## config.mk

```make
export PLATFORM = sky130hd
export DESIGN_NAME = bcd_down_timer
export DESIGN_NICKNAME = d
export VERILOG_FILES = /design/src/rtl/bcd_timer_pkg.sv /design/src/rtl/bcd_digit_down.sv /design/src/rtl/bcd_down_timer.sv
export SDC_FILE = /design/constraint.sdc
export NUM_CORES = 1
export LEC_CHECK = 0
export CORE_MARGIN = 2
export CORE_UTILIZATION = 60
export CTS_CLUSTER_SIZE = 28
export DETAILED_ROUTE_END_ITERATION = 8
export GPL_TIMING_DRIVEN = 0
export PLACE_DENSITY = 0.83
export RECOVER_POWER = 50
export SLEW_MARGIN = 20
export SYNTH_ARGS = -nofsm -noshare
export SYNTH_HDL_FRONTEND = slang
export SYNTH_SLANG_ARGS = --single-unit
```

## constraint.sdc

```tcl
create_clock -name Clock -period 3.05 [get_ports Clock]
set_input_delay 0.305 -clock Clock [delete_from_list [all_inputs] [get_ports Clock]]
set_output_delay 0.305 -clock Clock [all_outputs]
set_load 0.01 [all_outputs]
```

## src/rtl/bcd_timer_pkg.sv

```systemverilog
// Shared types and helpers for the BCD count-down timer.
package bcd_timer_pkg;

    typedef enum logic [1:0] {StIdle, StRun, StPause, StDone} state_t;

    localparam int unsigned DIGIT_W = 4;
    localparam logic [DIGIT_W-1:0] BCD_MAX = 4'd9;

    function automatic logic [DIGIT_W-1:0] sat_digit(input logic [DIGIT_W-1:0] d);
        return (d > BCD_MAX) ? BCD_MAX : d;
    endfunction

endpackage

```

## src/rtl/bcd_digit_down.sv

```systemverilog
// One BCD decade of the count-down chain: loadable, decrements when enabled and borrowed into.
module bcd_digit_down
    import bcd_timer_pkg::*;
(
    input  logic               clk,
    input  logic               rst,
    input  logic               load,
    input  logic [DIGIT_W-1:0] load_val,
    input  logic               en,
    input  logic               borrow_in,
    output logic [DIGIT_W-1:0] digit,
    output logic               borrow_out,
    output logic               is_zero
);

    logic [DIGIT_W-1:0] digit_q;

    assign digit      = digit_q;
    assign is_zero    = (digit_q == '0);
    assign borrow_out = borrow_in & is_zero;

    always_ff @(posedge clk or posedge rst) begin
        if (rst) begin
            digit_q <= '0;
        end else if (load) begin
            digit_q <= load_val;
        end else if (en && borrow_in) begin
            digit_q <= is_zero ? BCD_MAX : digit_q - 1'b1;
        end
    end

endmodule

```

## src/rtl/bcd_down_timer.sv

```systemverilog
// Loadable multi-digit BCD count-down timer with start/pause control and terminal-count flag.
// Optional periodic reload when BCD_TIMER_AUTORELOAD_EN is defined.
module bcd_down_timer
    import bcd_timer_pkg::*;
#(
    parameter int unsigned DIGITS   = 4,
    parameter int unsigned PRESCALE = 50000000
) (
    input  logic                  Clock,
    input  logic                  Clear,
    input  logic                  Load,
    input  logic                  StartStop,
    input  logic [4*DIGITS-1:0]   Preset,
    output logic [4*DIGITS-1:0]   Q,
    output logic                  Running,
    output logic                  Done
);

    localparam int unsigned PW = (PRESCALE > 1) ? $clog2(PRESCALE) : 1;
    localparam logic [PW-1:0] PRESC_LAST = PW'(PRESCALE - 1);

    state_t                state_q;
    logic [PW-1:0]         presc_q;
    logic                  running_q;
    logic                  done_q;

    logic [4*DIGITS-1:0]   preset_sat;
    logic [4*DIGITS-1:0]   load_val;
    logic                  digit_load;
    logic [DIGITS:0]       borrow;
    logic [DIGITS-1:0]     dig_zero;
    logic                  borrow_unused;
    logic                  tick;
    logic                  q_zero;
    logic                  q_is_one;

    always_comb begin
        preset_sat = '0;
        for (int i = 0; i < int'(DIGITS); i++) begin
            preset_sat[i*4 +: 4] = sat_digit(Preset[i*4 +: 4]);
        end
    end

    assign tick     = (state_q == StRun) && (presc_q == PRESC_LAST);
    assign q_zero   = &dig_zero;
    // A count of one is the only value whose decrement lands on zero.
    assign q_is_one = (Q == (4*DIGITS)'(1));

`ifdef BCD_TIMER_AUTORELOAD_EN
    logic [4*DIGITS-1:0] reload_q;
    logic                reload_now;

    assign reload_now = tick && q_is_one && (reload_q != '0) && !Load;
    assign digit_load = Load | reload_now;
    assign load_val   = Load ? preset_sat : reload_q;
`else
    assign digit_load = Load;
    assign load_val   = preset_sat;
`endif

    assign borrow[0]     = 1'b1;
    assign borrow_unused = borrow[DIGITS];

    for (genvar g = 0; g < int'(DIGITS); g++) begin : g_digit
        bcd_digit_down u_digit (
            .clk        (Clock),
            .rst        (Clear),
            .load       (digit_load),
            .load_val   (load_val[g*4 +: 4]),
            .en         (tick),
            .borrow_in  (borrow[g]),
            .digit      (Q[g*4 +: 4]),
            .borrow_out (borrow[g+1]),
            .is_zero    (dig_zero[g])
        );
    end

    always_ff @(posedge Clock or posedge Clear) begin
        if (Clear) begin
            state_q   <= StIdle;
            presc_q   <= '0;
            running_q <= 1'b0;
            done_q    <= 1'b0;
`ifdef BCD_TIMER_AUTORELOAD_EN
            reload_q  <= '0;
`endif
        end else if (Load) begin
            state_q   <= StIdle;
            presc_q   <= '0;
            running_q <= 1'b0;
            done_q    <= 1'b0;
`ifdef BCD_TIMER_AUTORELOAD_EN
            reload_q  <= preset_sat;
`endif
        end else begin
            case (state_q)
                StIdle: begin
                    if (StartStop && !q_zero) begin
                        state_q   <= StRun;
                        running_q <= 1'b1;
                    end
                end
                StRun: begin
                    done_q <= 1'b0;
                    if (tick) begin
                        presc_q <= '0;
                        if (q_is_one) begin
`ifdef BCD_TIMER_AUTORELOAD_EN
                            if (reload_q != '0) begin
                                done_q <= 1'b1;
                            end else begin
                                state_q   <= StDone;
                                running_q <= 1'b0;
                                done_q    <= 1'b1;
                            end
`else
                            state_q   <= StDone;
                            running_q <= 1'b0;
                            done_q    <= 1'b1;
`endif
                        end else if (StartStop) begin
                            state_q   <= StPause;
                            running_q <= 1'b0;
                        end
                    end else if (StartStop) begin
                        // Prescaler freezes on the pausing edge so resume continues where it left off.
                        state_q   <= StPause;
                        running_q <= 1'b0;
                    end else begin
                        presc_q <= presc_q + 1'b1;
                    end
                end
                StPause: begin
                    if (StartStop) begin
                        state_q   <= StRun;
                        running_q <= 1'b1;
                    end
                end
                StDone: begin
                    done_q <= 1'b1;
                end
                default: begin
                    state_q   <= StIdle;
                    running_q <= 1'b0;
                    done_q    <= 1'b0;
                end
            endcase
        end
    end

    assign Running = running_q;
    assign Done    = done_q;

endmodule
```

=== Word level (Yosys, flattened, before mapping) ===
Index checks and enable logic that the tools add are counted.

* Word-level logic and storage cells: 86
* RAM bits: 0
* Output and inout port bits: 18
* Flip-flop bits (word level): 46
* Bits in latches: 0
* Memories: 0
* Bits in read-only memories: 0

* Div/mod/pow operators: 0
* Shifts and indexed selects: 0
* Eq/ne operators: 8
* Bitwise gates (word level): 2
* Muxes and demuxes: 38
* Reduce and logical (&&, ||, !) cells: 21
* $add $sub $neg: 5
* Multipliers: 0
* Order comparisons: 4

{| class="wikitable"
|+ Operators with widths
! cell !! number
|-
| $mux 26 || 4
|-
| $mux 4 || 16
|-
| $add 26x1->26 const B || 1
|-
| $eq 26x26->1 const B || 1
|-
| $eq 16x1->1 const B || 1
|-
| $gt 4x4->1 const B || 4
|-
| $logic_not 4->1 || 4
|-
| $sub 4x1->4 const B || 4
|-
| $mux 2 || 6
|-
| $reduce_bool 2->1 || 5
|-
| $mux 1 || 9
|-
| $ne 3x3->1 const B || 2
|-
| $pmux 2 s3 || 1
|-
| $logic_and 1x1->1 || 5
|-
| $eq 2x2->1 const B || 2
|-
| $reduce_and 4->1 || 1
|-
| $reduce_bool 4->1 || 1
|-
| $ne 3x2->1 const B || 1
|-
| $pmux 1 s3 || 1
|-
| $reduce_and 3->1 || 1
|-
| $reduce_bool 3->1 || 1
|-
| $and 1x1->1 || 2
|-
| $eq 2x1->1 const B || 1
|-
| $logic_not 2->1 || 1
|-
| 3 further kinds || 3
|}

=== Depth between registers and ports, before layout ===
* Depth after elaboration: 7
* Mapped depth: 8
* Gate-level depth less buffers: 6

=== By module ===
Synthesis repeated with hierarchy kept, for this count alone.

* Cells, all modules: 364
* Area total of the unflattened synthesis: 3264.4 um^2

{| class="wikitable"
|+ Modules (own cells, without submodules)
! module !! sequential area each (um^2) !! cells an instance !! instances !! area each (um^2)
|-
| bcd_down_timer || 750.7 || 256 || 1 || 2218.4
|-
| bcd_digit_down || 100.1 || 27 || 4 || 261.5
|}

=== Worst setup path before layout ===
OpenSTA, ideal clock, no wires.

* Path type: flip-flop to flip-flop
* Start point: register presc_q[2]
* End point: register g_digit[3].u_digit.digit_q[1]
* Required time: 2.924 ns
* Path buffers: 1
* Slack: 0.957 ns
* Arrival: 1.967 ns
* Library setup time: 0.126 ns
* Cell stages (with the launch flop): 7
* Clock period less this slack: 2.093 ns
* Cells stage by stage: dfrtp_1 -> buf_2 -> nand4_4 -> nor4_1 -> nand2_2 -> o311a_1 -> a221o_1

* Longest elaborated chain between the ends: 4

{| class="wikitable"
|+ Ends and longest elaborated chain
! what !! RTL line !! source
|-
| start: declaration || bcd_down_timer.sv:23 || <nowiki>logic [PW-1:0] presc_q;</nowiki>
|-
| start signal: assignment || bcd_down_timer.sv:130 || <nowiki>presc_q <= presc_q + 1'b1;</nowiki>
|-
| $eq 26x26->1 || bcd_down_timer.sv:44 || <nowiki>assign tick = (state_q == StRun) && (presc_q == PRESC_LAST);</nowiki>
|-
| $logic_and 1x1->1 || bcd_down_timer.sv:44 ||
|-
| $logic_and 1x1->1 || bcd_digit_down.sv:27 || <nowiki>end else if (en && borrow_in) begin</nowiki>
|-
| $reduce_bool 2->1 (no line) || - ||
|-
| end signal: assignment || bcd_digit_down.sv:26 || <nowiki>digit_q <= load_val;</nowiki>
|-
| end signal: assignment || bcd_digit_down.sv:28 || <nowiki>digit_q <= is_zero ? BCD_MAX : digit_q - 1'b1;</nowiki>
|-
| end: declaration || bcd_digit_down.sv:16 || <nowiki>logic [DIGIT_W-1:0] digit_q;</nowiki>
|}

Every way passes these cells.
A chain may end at the register's enable or synchronous reset.

=== Worst setup path after layout ===
* Start point: register presc_q[8]
* End point: register g_digit[2].u_digit.digit_q[1]

* Longest elaborated chain between the ends: 4

{| class="wikitable"
|+ Ends and longest elaborated chain
! what !! RTL line
|-
| $eq 26x26->1 || bcd_down_timer.sv:44
|-
| $logic_and 1x1->1 || bcd_down_timer.sv:44
|-
| $logic_and 1x1->1 || bcd_digit_down.sv:27
|-
| $reduce_bool 2->1 (no line) || -
|-
| end signal: assignment || bcd_digit_down.sv:26
|-
| end signal: assignment || bcd_digit_down.sv:28
|-
| end: declaration || bcd_digit_down.sv:16
|}

Every way passes these cells.

==> flow_summary.ini <==
[run_status]
status = complete, no violations

[yosys]
yosysTopAreaCell = dfrtp_1
ys.warnings.count = 0
synthMostInstantiatedCell = dfrtp_1
syn_nets = 364
synth_seq_area_share_pct = 39.3
avgSynthCellArea_um2 = 8.54
postSynth.asyncResetShare_pct = 100
ys.flop_type = dfrtp_1
synth-seq-cells = 46
synth.top_cell.area_share_pct = 39.3
synth.area.top_cells = dfrtp_1, nand3_1, nand2_1
synthCells = 343
netlist_area_mm2 = 0.00293
synth_top_cells_by_count = dfrtp_1, nand2_1, nor2_1
synth.distinct_cells = 64
synth_edf_count = 0

[global_routing]
grt_pass1_vias = 2644
grt_max_degree = 26
antenna_found_initial = 0
grt_pass1_wl_um = 12700
grt_use_total_pct = 30.3
overflow = 0

[floorplan]
die_w_um = 73.9
rows = 25
start_util_pct = 62.0
pin_count = 38
die_y_um = 73.9
core_mm2 = 0.00472
dieArea_mm2 = 0.00546

[placement]
dpl-instance-area_mm2 = 0.00341
finalWeightedCongestion = 0.885
dp_hpwl_um = 5680
port_buffers = 37
dp.cells = 448
dp_slack_ps = 535

[run]
drv_cap = 0

[critical_path]
cp-end-kind = flop
rrSetupSlack_ps = 570
ff2ff_path_depth = 6
path_cells = nor4b_1 -> nand4_1 -> buf_1 -> nor4_2 -> mux2i_1 -> o21ai_1
worstPathArrival_ps = 2650
rr_endpoint = g_digit[2].u_digit.digit[1]
critPathSlowestCell = dfrtp_1
endpoint = g_digit[2].u_digit.digit[1]
critPathLaunchType = flop
cp_max_fo = 10
crit_type = flop to flop
critPathMaxStageDelay_ps = 440
worstPathRequired_ps = 3230
startpoint = presc_q[8]
reg2reg_from = presc_q[8]

[timing]
final-hold-violation-count = 0
maxSlewHeadroom_pct = 23.1
maxSlewViolCount = 0
tightest_slew_ps = 1150
timing.final.crit_share_pct = 81.3
setup_violations = 0
fmax_mhz = 403
finClkSkew_ps = 12.3
rsz0062_at_grt = false
setup-tns-final_ps = 0
fin_crit_ps = 2480
fin_ws_ps = 572

[worst_hold_path]
hp-class = flop to flop

[clock_network]
clk_latency_ps = 300
post_cts_buffers = 0
clock_path_buffers = 2
clock-sinks = 46
cts-root-buf = clkbuf_8
clk_transition_reported_paths_ps = 80
ctsResizeCount = 0
cts_buffers = 5
hold_buffers = 0
cts_tree = done
h-tree-depth = 2

[detailed_routing]
num_vias = 2883
initialDrtViolationCount = 300
postRouteWirelength_um = 7800
first_pass_iters = 5
vias_per_cell = 6.35
drc_errors = 0
antenna_left = 0
wl_per_cell_um = 17.2

[cells_and_area]
layout-drive-gt1-share_pct = 8.01
area_growth_pct = 18.4
fin_area_mm2 = 0.00347
num_antenna_cells = 0
final_nets = 409
final_cells = 454

[power]
internal-power_mw = 0.911
p_leak_nw = 1.31
cellPowerDensity_mw_per_mm2 = 364
switching_share_pct = 27.9
switchingPower_mw = 0.352
totalPowerFinal_mw = 1.26
seq_power_share_pct = 53.2
combPwrFrac_pct = 17.3
clkPwrFrac_pct = 29.6
ir_drop_v = 0.000177
[worst max-delay path, delay by kind of cell, from the launching register on]
family                 cells  cell delay [ps]
AO/OA/AOI/OAI              1               80
flip-flops                 1              440
AND/OR/NAND/NOR            3             1150
buffers and inverters      1              400
multiplexers               1              290
[how the worst min path moves through the flow]
stage | to | from | cells after the start | slack (ps)
2_1_floorplan | g_digit[0].u_digit.digit[1] | Preset[1] | 2 | 420
3_3_place_gp | presc_q[25] | presc_q[25] | 1 | 490
3_5_place_dp | presc_q[25] | presc_q[25] | 1 | 490
4_1_cts | g_digit[2].u_digit.digit[0] | Clear | 2 | 400
5_1_grt | presc_q[25] | presc_q[25] | 1 | 530
6_report | presc_q[25] | presc_q[25] | 1 | 500
[logic make-up (layout without fill, tap and decap cells)]
logic type,count (synthesis),in the layout,share of synthesized area [%]
and+or+nand+nor,163,163,31.6
AOI/OAI and AO/OA,90,90,20.4
DFF,46,46,39.3
buffers and inverters,31,75,4.48
xor gates and xnor gates,7,7,2.09
muxes,5,5,1.71
adders and majority gates,1,1,0.427
[layout by cell type, fill, tap and decap left out, types with 4 or more instances in the layout]
master and count:
nor4_1 6, nor3_1 12, nand2_1 33, dlygate4sd3_1 10, a31oi_1 13, clkbuf_1 11
a21o_1 4, dfrtp_1 46, o21ai_1 4, nand4_1 10, xnor2_1 5, a21oi_1 19
nor2_1 31, nand3_1 27, nand2b_1 4, mux2i_1 5, clkdlybuf4s50_1 27, o21ai_0 18
buf_2 6, or3_1 5, clkbuf_8 6, inv_1 13, nor4_2 4
[routing by layer]
metal  track usage, %  up-vias  part of all wire (%)
li1                 -     1375                     -
met1             44.3     1372                    45
met2             46.2      129                    47
met3             6.04        7                   7.9
met4             6.87        0                  0.81
met5                0        -                     0
[flip-flops by register name, indices dropped and copies added (netlist names)]
| signal | count |
|---|---|
| Done | 1 |
| Running | 1 |
| g_digit.u_digit.digit | 16 |
| presc_q | 26 |
| state_q | 2 |
[power groups by stage]
stage	Clock [mW]	Combinational (mW)	Sequential, mW
final	0.374	0.218	0.671
after detailed placement	0	0.225	0.682
after global placement	0	0.216	0.681
after global routing	0.406	0.242	0.675
after CTS	0.380	0.226	0.670
after floorplan	0	0.108	0.684
[cell type report]
type | count | area [µm²]
fill | 378 | 1250
inverter | 13 | 48.8
timing repair buffer | 38 | 374
clock buffer | 6 | 82.6
multi-input combinational | 266 | 1650
sequential | 46 | 1150
buffer | 18 | 82.6
tap | 67 | 83.8
[per-stage QoR]
step | utilization (%) | hold WS (ps)
2_1_floorplan | - | 422
3_3_place_gp | 71.7 | 485
3_5_place_dp | 72.2 | 486
4_1_cts | 74.0 | 397
5_1_grt | 73.5 | 528
6_report | 73.5 | 499
No activity file was read; power rests on OpenSTA's default activity.
